==> src/rtl/boreal_mmio_pkg.sv <==
// Shared types and constants for the Boreal MMIO arbiter: bus width defaults,
// FSM state encoding and the register-bank address map.
package boreal_mmio_pkg;

  localparam int ADDR_W_DEF = 10;
  localparam int DATA_W_DEF = 32;

  // Register-bank address map: config block and the start of the CSP weight table.
  localparam logic [9:0] CFG_FIRST = 10'h00C;
  localparam logic [9:0] CFG_LAST  = 10'h019;
  localparam logic [9:0] CSP_BASE  = 10'h020;

  typedef enum logic [1:0] {
    ST_IDLE   = 2'd0,
    ST_WRITE  = 2'd1,
    ST_READ   = 2'd2,
    ST_LOCKED = 2'd3
  } state_t;

  function automatic logic is_mapped(input logic [9:0] addr);
    return ((addr >= CFG_FIRST) && (addr <= CFG_LAST)) || (addr >= CSP_BASE);
  endfunction

endpackage

==> src/rtl/boreal_rr_picker.sv <==
// Rotate-priority encoder: first asserted request scanning ptr+1, ptr+2, ...
// modulo NREQ. Purely combinational.
module boreal_rr_picker #(
  parameter int NREQ  = 3,
  parameter int IDX_W = 2
) (
  input  logic [NREQ-1:0]  req,
  input  logic [IDX_W-1:0] ptr,
  output logic [NREQ-1:0]  winner,
  output logic [IDX_W-1:0] win_idx,
  output logic             any
);

  int cand;

  // NOTE: every variable written here gets a default first, so no path can
  // leave one unassigned and infer a latch.
  always_comb begin
    winner  = '0;
    win_idx = '0;
    any     = 1'b0;
    cand    = 0;
    for (int k = 1; k <= NREQ; k++) begin
      cand = int'(ptr) + k;
      if (cand >= NREQ) cand = cand - NREQ;
      if (!any && req[cand]) begin
        any     = 1'b1;
        win_idx = IDX_W'(cand);
      end
    end
    if (any) winner[win_idx] = 1'b1;
  end

endmodule

==> src/rtl/boreal_mmio_arbiter.sv <==
// Round-robin arbiter sharing the single-port MMIO register bus between NREQ
// requesters, with fixed-latency reads and a watchdog-guarded bus lock.
module boreal_mmio_arbiter
  import boreal_mmio_pkg::*;
#(
  parameter int NREQ     = 3,
  parameter int ADDR_W   = ADDR_W_DEF,
  parameter int DATA_W   = DATA_W_DEF,
  parameter int RD_LAT   = 1,
  parameter int LOCK_MAX = 64
) (
  input  logic                     clk_50m,
  input  logic                     rst_n,
  input  logic [NREQ-1:0]          req,
  input  logic [NREQ-1:0]          req_we,
  input  logic [NREQ-1:0]          req_lock,
  input  logic [NREQ*ADDR_W-1:0]   req_addr,
  input  logic [NREQ*DATA_W-1:0]   req_din,
  output logic [NREQ-1:0]          gnt,
  output logic [NREQ-1:0]          rvalid,
  output logic [DATA_W-1:0]        rdata,
  output logic                     mem_we,
  output logic [ADDR_W-1:0]        mem_addr,
  output logic [DATA_W-1:0]        mem_din,
  input  logic [DATA_W-1:0]        mem_dout,
  output logic                     busy,
  output logic                     lock_timeout
);

  localparam int IDX_W = (NREQ > 1) ? $clog2(NREQ) : 1;
  localparam int LAT_W = $clog2(RD_LAT + 1);
  localparam int WD_W  = $clog2(LOCK_MAX + 1);

  state_t             state_q, state_d;
  logic [IDX_W-1:0]   ptr_q, ptr_d;
  logic [IDX_W-1:0]   owner_q, owner_d;   // requester of the current txn / lock holder
  logic               lock_q, lock_d;
  logic [LAT_W-1:0]   lat_q, lat_d;
  logic [WD_W-1:0]    wdog_q, wdog_d;

  logic [NREQ-1:0]    gnt_d, rvalid_d;
  logic [DATA_W-1:0]  rdata_d, mem_din_d;
  logic [ADDR_W-1:0]  mem_addr_d;
  logic               mem_we_d, busy_d, timeout_d;

  logic [NREQ-1:0]    arb_req, pick_onehot;
  logic [IDX_W-1:0]   pick_idx;
  logic               pick_any;

  // While locked only the owner competes; everyone else is masked off.
  assign arb_req = (state_q == ST_LOCKED) ? (req & (NREQ'(1) << owner_q)) : req;

  boreal_rr_picker #(.NREQ(NREQ), .IDX_W(IDX_W)) u_picker (
    .req     (arb_req),
    .ptr     (ptr_q),
    .winner  (pick_onehot),
    .win_idx (pick_idx),
    .any     (pick_any)
  );

  always_comb begin
    state_d    = state_q;
    ptr_d      = ptr_q;
    owner_d    = owner_q;
    lock_d     = lock_q;
    lat_d      = lat_q;
    wdog_d     = wdog_q;
    gnt_d      = '0;
    rvalid_d   = '0;
    rdata_d    = rdata;
    mem_we_d   = 1'b0;
    mem_addr_d = mem_addr;
    mem_din_d  = mem_din;
    timeout_d  = 1'b0;

    unique case (state_q)
      ST_IDLE, ST_LOCKED: begin
        if (pick_any) begin
          gnt_d      = pick_onehot;
          ptr_d      = pick_idx;
          owner_d    = pick_idx;
          lock_d     = req_lock[pick_idx];
          wdog_d     = '0;
          lat_d      = '0;
          mem_addr_d = req_addr[pick_idx*ADDR_W +: ADDR_W];
          mem_din_d  = req_din[pick_idx*DATA_W +: DATA_W];
          mem_we_d   = req_we[pick_idx];
          state_d    = req_we[pick_idx] ? ST_WRITE : ST_READ;
        end else if (state_q == ST_LOCKED) begin
          if (wdog_q == WD_W'(LOCK_MAX - 1)) begin
            timeout_d = 1'b1;
            wdog_d    = '0;
            state_d   = ST_IDLE;
          end else begin
            wdog_d = wdog_q + 1'b1;
          end
        end
      end
      ST_WRITE: begin
        state_d = lock_q ? ST_LOCKED : ST_IDLE;
      end
      ST_READ: begin
        if (lat_q == LAT_W'(RD_LAT - 1)) begin
          rdata_d           = mem_dout;
          rvalid_d[owner_q] = 1'b1;
          state_d           = lock_q ? ST_LOCKED : ST_IDLE;
        end else begin
          lat_d = lat_q + 1'b1;
        end
      end
      default: state_d = ST_IDLE;
    endcase

    busy_d = (state_d != ST_IDLE);
  end

  // NOTE: sequential state uses non-blocking assignments so every register
  // samples the pre-edge values, independent of statement order.
  always_ff @(posedge clk_50m) begin
    if (!rst_n) begin
      state_q      <= ST_IDLE;
      ptr_q        <= IDX_W'(NREQ - 1);
      owner_q      <= '0;
      lock_q       <= 1'b0;
      lat_q        <= '0;
      wdog_q       <= '0;
      gnt          <= '0;
      rvalid       <= '0;
      rdata        <= '0;
      mem_we       <= 1'b0;
      mem_addr     <= '0;
      mem_din      <= '0;
      busy         <= 1'b0;
      lock_timeout <= 1'b0;
    end else begin
      state_q      <= state_d;
      ptr_q        <= ptr_d;
      owner_q      <= owner_d;
      lock_q       <= lock_d;
      lat_q        <= lat_d;
      wdog_q       <= wdog_d;
      gnt          <= gnt_d;
      rvalid       <= rvalid_d;
      rdata        <= rdata_d;
      mem_we       <= mem_we_d;
      mem_addr     <= mem_addr_d;
      mem_din      <= mem_din_d;
      busy         <= busy_d;
      lock_timeout <= timeout_d;
    end
  end

endmodule

==> config.mk <==
export PLATFORM = sky130hd
export DESIGN_NAME = boreal_mmio_arbiter
export DESIGN_NICKNAME = d
export VERILOG_FILES = /design/src/rtl/boreal_mmio_pkg.sv /design/src/rtl/boreal_rr_picker.sv /design/src/rtl/boreal_mmio_arbiter.sv
export SDC_FILE = /design/constraint.sdc
export NUM_CORES = 1
export LEC_CHECK = 0
export CAP_MARGIN = 30
export CORE_MARGIN = 2
export CORE_UTILIZATION = 39
export CTS_CLUSTER_SIZE = 20
export DETAILED_ROUTE_END_ITERATION = 10
export GPL_ROUTABILITY_DRIVEN = 0
export MAX_ROUTING_LAYER = met4
export PLACE_DENSITY = 0.82
export SKIP_CTS_REPAIR_TIMING = 1
export SLEW_MARGIN = 20
export SYNTH_ARGS = -nofsm -noshare
export SYNTH_HDL_FRONTEND = slang
export SYNTH_SLANG_ARGS = --single-unit
==> constraint.sdc <==
create_clock -name clk_50m -period 2.9 [get_ports clk_50m]
set_input_delay 0.29 -clock clk_50m [delete_from_list [all_inputs] [get_ports clk_50m]]
set_output_delay 0.29 -clock clk_50m [all_outputs]
set_load 0.05 [all_outputs]
==> results of run 1 <==
[cell families (layout without fill, tap and decap cells)]
group / Yosys count / in the layout / share of synthesized area
compound gates: 168 / 168 / 0.252
simple gates: 128 / 128 / 0.146
flops: 96 / 96 / 0.435
buf+inv: 49 / 287 / 0.0601
mux: 34 / 34 / 0.0771
fa+ha+maj: 7 / 7 / 0.0198
xor+xnor: 5 / 5 / 0.00991
[sequential cells by signal (all words and copies together) (netlist names), 2 cells and up]
| signal | flops |
|---|---|
| mem_din | 32 |
| rdata | 32 |
| mem_addr | 10 |
| wdog_q | 7 |
| gnt | 3 |
| rvalid | 3 |
| ptr_q | 2 |
| state_q | 2 |
[metal layers]
metal  up-vias  GRT usage  routed length (um)
met1      2064      0.259                5550
li1       2232          -                   -
met5         -          -                   0
met3        40     0.0642                1350
met2       273      0.415                7100
met4         0     0.0925                 445
[placed cells by master, fill, tap and decap left out, drive strengths merged, types with 2 or more instances in the layout]
master,Yosys,final
and2,6,6
clkinvlp,0,2
a21bo,2,2
buf,22,12
a31oi,43,43
and3,5,5
nor3,3,3
or3,2,2
clkdlybuf4s50,0,250
a211oi,2,2
clkbuf,18,10
nor2b,32,32
inv,9,10
dfxtp,96,96
a22oi,43,43
o21ai,55,55
mux2i,34,34
a21oi,6,6
o211a,2,2
nand3,4,4
xor2,5,5
clkinv,0,2
nand2,51,51
nor2,19,19
ha,7,7
a41oi,2,2
o211ai,4,4
nand2b,4,4
[stage by stage]
stage | power, mW | instances | instance area [sq um]
4_1_cts | 7.76 | 865 | 7320
2_1_floorplan | 5.18 | 487 | 4420
3_3_place_gp | 6.42 | 849 | 7020
5_1_grt | 8.20 | 865 | 7330
6_report | 7.74 | 865 | 7330
3_5_place_dp | 6.55 | 849 | 7020
[Yosys cell counts, types with 3 or more instances]
cell	number	area share
dfxtp_1	96	0.44
nand2_1	51	0.043
a22oi_1	43	0.073
a31oi_1	43	0.061
mux2i_1	34	0.077
nor2b_1	32	0.045
o21ai_1	32	0.036
o21ai_0	22	0.025
clkbuf_1	18	0.015
nor2_1	18	0.015
buf_2	14	0.016
inv_1	9	0.0076
buf_6	7	0.018
ha_1	7	0.020
a21oi_1	6	0.0068
and2_1	5	0.0071
and3_1	5	0.0071
xor2_1	5	0.0099
nand3_1	4	0.0045
nand2b_1	3	0.0042
nor3_1	3	0.0034
o211ai_1	3	0.0051
[worst max path at each step]
stage	slack, ps	start	endpoint
finish	320	state_q[0]$_SDFF_PN0_	mem_addr[7]$_SDFFE_PN0P_
global route	90	ptr_q[1]$_SDFFE_PN1P_	mem_din[24]$_SDFFE_PN0P_
CTS	240	ptr_q[1]$_SDFFE_PN1P_	mem_addr[3]$_SDFFE_PN0P_
detailed placement	230	req[1]	mem_addr[3]$_SDFFE_PN0P_
global placement	350	req[1]	mem_din[12]$_SDFFE_PN0P_
floorplan	410	ptr_q[0]$_SDFFE_PN0P_	lock_q$_SDFFE_PN0P_
[power groups by stage]
stage	Combinational [mW]	Clock, mW	Sequential (mW)
6_report	4.61	1.20	1.92
5_1_grt	4.94	1.29	1.96
4_1_cts	4.62	1.23	1.92
3_5_place_dp	4.61	0	1.94
3_3_place_gp	4.49	0	1.93
2_1_floorplan	2.13	0	3.05
[final cells by class]
cell class	instances	area [sq um]
Inverter	9	33.8
Tap cell	140	175
Multi-Input combinational cell	342	2250
Clock inverter	6	67.6
Clock buffer	10	239
Sequential cell	96	1920
Timing Repair Buffer	262	2640
Fill cell	859	3610
==> qor.yml, run 1 <==
synth-warning-count: 0
synthesis.area_sq_um: 4420
cp.arrival_ps: 2830
min_period_ps: 2580
drtIter0Drc: 246
post-route-period-util: 0.889
cp.depth: 8
skew_ps: 6.12
overflow: 0
firstDrtPassIters: 5
clk_latency_ps: 340
syn_avg_cell_area_sq_um: 9.07
fp.dieArea_sq_um: 12200
setup_ws_ps: 323
cp_slowest_stage_delay_ps: 410
io_pins: 252
irDropWorstVdd_uv: 653
setup_tns_ps: 0
async_flop_share: 0
numCtsBuffers: 9
drive_gt1_frac: 0.0552
ys_ff_latch: 96
routed_wl_mm: 14.4
path_delay_family: "compound AO/OA/AOI/OAI gates"
synthesis.nets: 663
fin_hold_ws_ps: 470
tightest_slew_ps: 908
final_nets: 896
crit_chain: "ha_1, o21ai_0, a221oi_1, a41oi_1, o2bb2ai_4, buf_12, a22oi_1, a31oi_1"
ctsLongestPathBuffers: 2
setup_violations: 0
leakage_nw: 2.74
cts_sinks: 96
die_y_um: 110
dp_hpwl_mm: 11.1
r2r_setup_slack_ps: 320
critPathRequiredTime_ps: 3160
combPwrFrac: 0.596
p_per_area_nw_per_um2: 1060
p_seq_frac: 0.248
holdCritStartpoint: "wdog_q[6]$_SDFFE_PN0P_"
internal-power_mw: 4.11
vias_per_cell: 5.33
rr_startpoint: "state_q[0]$_SDFF_PN0_"
p_clk_frac: 0.156
hold_end: "wdog_q[6]$_SDFFE_PN0P_"
die_w_um: 110
final_util: 0.670
finalMaxSlewViolations: 0
clk_pin_slew_worst_paths_ps: 70
cp_slowest_cell: "dfxtp_1"
synth_top_flop_cell: "dfxtp_1"
num_vias: 4609
hold_viol: 0
status: "finished clean"
drc_errors: 0
grt_max_degree: 56
fmax_ghz: 0.388
reg2reg_to: "mem_addr[7]$_SDFFE_PN0P_"
rsz0062_at_grt: "no"
synthToLayoutAreaGrowth_pct: 65.9
grt_antenna_before_repair: 0
synthCells: 487
avgRoutedWirePerCell_um: 16.7
path_buf_inv: 1
htreeDepth: 3
synth-edff-count: 0
cts-root-buf: "clkbuf_16"
start_util: 0.404
grt_pass1_wl_mm: 22.8
worstPathMaxFanout: 33
rows: 38
ant_nets: 0
cp-end-kind: "flop"
p_sw_frac: 0.469
num_antenna_cells: 0
max-slew-margin-rel: 0.395
cts_tree: "yes"
ys_seq_area_frac: 0.435
critPathKind: "flop to flop"
whs_path_depth: 1
grt_pass1_vias: 4552
track_usage: 0.238
synth.distinct_cells: 45
portBuffers: 251
core_area_sq_um: 10900
place_ws_ps: 232
start_kind: "flop"
p_switching_mw: 3.63
hold_class: "flop to flop"
drv_cap: 0
reg2reg_depth: 8
No activity file was read; power rests on OpenSTA's default activity.
==> run 2, diff against run 1 <==
--- a/config.mk
+++ b/config.mk
@@ -16,3 +16,3 @@
 export SKIP_CTS_REPAIR_TIMING = 1
-export SLEW_MARGIN = 20
+export SLEW_MARGIN = 10
 export SYNTH_ARGS = -nofsm -noshare
==> constraint.sdc (replaced) <==
create_clock -name clk_50m -period 2.8 [get_ports clk_50m]
set_input_delay 0.28 -clock clk_50m [delete_from_list [all_inputs] [get_ports clk_50m]]
set_output_delay 0.28 -clock clk_50m [all_outputs]
set_load 0.005 [all_outputs]
==> run 2 against run 1 <==
Against the previous run:
- die area is the same
- via count grew 2.0%
- clock-buffer cell count is the same
- core utilization grew 0.32 points
- routed wire length grew 3.2%
- hold slack gained 14 ps
- cell area grew 0.48%
- non-clock buffer count grew 3
- critical path depth grew 2
- global-route usage grew 0.39 points
- highest routed layer unchanged
==> qor.yml, run 2 (synthesis gave the netlist of run 1 again) <==
start_util: 0.404
status: "finished clean"
synthToLayoutAreaGrowth_pct: 66.7
fp.dieArea_sq_um: 12200
tightest_slew_ps: 864
critPathKind: "flop to flop"
min_period_ps: 2610
leakage_nw: 2.77
setup_tns_ps: 0
start_kind: "flop"
drc_errors: 0
use_met3: 0.0565
met2_usage: 0.409
cp.arrival_ps: 2870
portBuffers: 251
layout.cells.most_common_list: "clkdlybuf4s50_1 (250), dfxtp_1 (96), nand2_1 (51)"
avgRoutedWirePerCell_um: 17.2
cts-root-buf: "clkbuf_16"
worstPathMaxFanout: 27
max-slew-margin-rel: 0.424
grt_pass1_vias: 4761
grt_pass1_wl_mm: 23.6
die_w_um: 110
irDropWorstVdd_uv: 685
rows: 38
num_antenna_cells: 0
track_usage: 0.242
grt-busiest-layer: "met2"
ctsLongestPathBuffers: 2
clk_pin_slew_worst_paths_ps: 70
skew_ps: 5.81
cts_tree: "yes"
htreeDepth: 3
grt_max_degree: 59
die_y_um: 110
core_area_sq_um: 10900
post-route-period-util: 0.934
overflow: 0
hold_viol: 0
fmax_ghz: 0.382
io_pins: 252
cp-end-kind: "flop"
critPathRequiredTime_ps: 3050
final_util: 0.673
final_nets: 899
p_per_area_nw_per_um2: 948
drive_gt1_frac: 0.0577
rsz0062_at_grt: "no"
largestRegisters: "mem_din: 32 flops, rdata: 32 flops, mem_addr: 10 flops"
firstDrtPassIters: 5
finalMaxSlewViolations: 0
mostFrequentLayoutCell: "clkdlybuf4s50_1"
routed_wl_mm: 14.9
num_vias: 4699
hold_class: "flop to flop"
clk_latency_ps: 330
drtIter0Drc: 218
setup_violations: 0
grt_antenna_before_repair: 0
vias_per_cell: 5.41
numCtsBuffers: 9
cts_sinks: 96
dp_hpwl_mm: 11.4
ant_nets: 0
grtUsageMet1: 0.268
drv_cap: 0
-- run 2: cell types whose count changed in the layout (fill, tap and decap cells not counted) --
cell and change:
clkinvlp_4 -1, a21o_2 -1, buf_12 -1, a21o_4 +1
a21oi_1 +1, bufinv_16 +1, buf_4 +4, a21oi_2 -1
-- run 2: report_power, final --
group / leakage, nW / internal, mW / switching [mW] / total [mW]
Sequential: 0.790 / 1.77 / 0.225 / 1.99
Clock: 0.159 / 0.810 / 0.517 / 1.33
Combinational: 1.82 / 1.78 / 1.88 / 3.66
-- run 2: worst paths after layout --
| path | start | to | slack (ps) | depth (start not counted) |
|---|---|---|---|---|
| worst max-delay path | ptr_q[0]$_SDFFE_PN0P_ | mem_din[27]$_SDFFE_PN0P_ | 190 | 10 |
| worst min-delay path | wdog_q[6]$_SDFFE_PN0P_ | wdog_q[6]$_SDFFE_PN0P_ | 480 | 1 |
| worst max register to register | ptr_q[0]$_SDFFE_PN0P_ | mem_din[27]$_SDFFE_PN0P_ | 190 | 10 |
| worst min register to register | wdog_q[6]$_SDFFE_PN0P_ | wdog_q[6]$_SDFFE_PN0P_ | 480 | 1 |
-- run 2: critical path, stage by stage, from the launching register on --
cell and delay (ps):
dfxtp_1 340, inv_1 90, ha_2 440, inv_1 110, a311oi_1 350, a211oi_1 150
a21o_4 310, nor2_8 130, buf_4 300, nand2_1 100, a31oi_1 180
-- run 2: routing by layer --
| layer | wire (um) | vias up |
|---|---|---|
| li1 | - | 2238 |
| met1 | 5930 | 2163 |
| met2 | 7160 | 252 |
| met3 | 1160 | 46 |
| met4 | 659 | 0 |
| met5 | 0 | - |
-- run 2: area by class of cell --
cell class | count | area (sq um)
clock inverters | 6 | 90.1
clock buffers | 10 | 239
repair buffers | 265 | 2650
inverters | 9 | 33.8
well taps | 140 | 175
multi-input cells | 342 | 2250
fillers | 880 | 3570
flip-flops and latches | 96 | 1920
-- run 2: metrics by stage --
step | hold WS (ps) | cells | power, mW | instance area, sq um | setup slack, ps
after floorplan | 435 | 487 | 4.22 | 4420 | 312
final | 484 | 868 | 6.98 | 7360 | 186
after CTS | 478 | 868 | 7.00 | 7360 | 115
after detailed placement | 469 | 852 | 5.65 | 7030 | 116
after global routing | 494 | 868 | 7.43 | 7360 | 4.68
after global placement | 452 | 852 | 5.51 | 7030 | 223
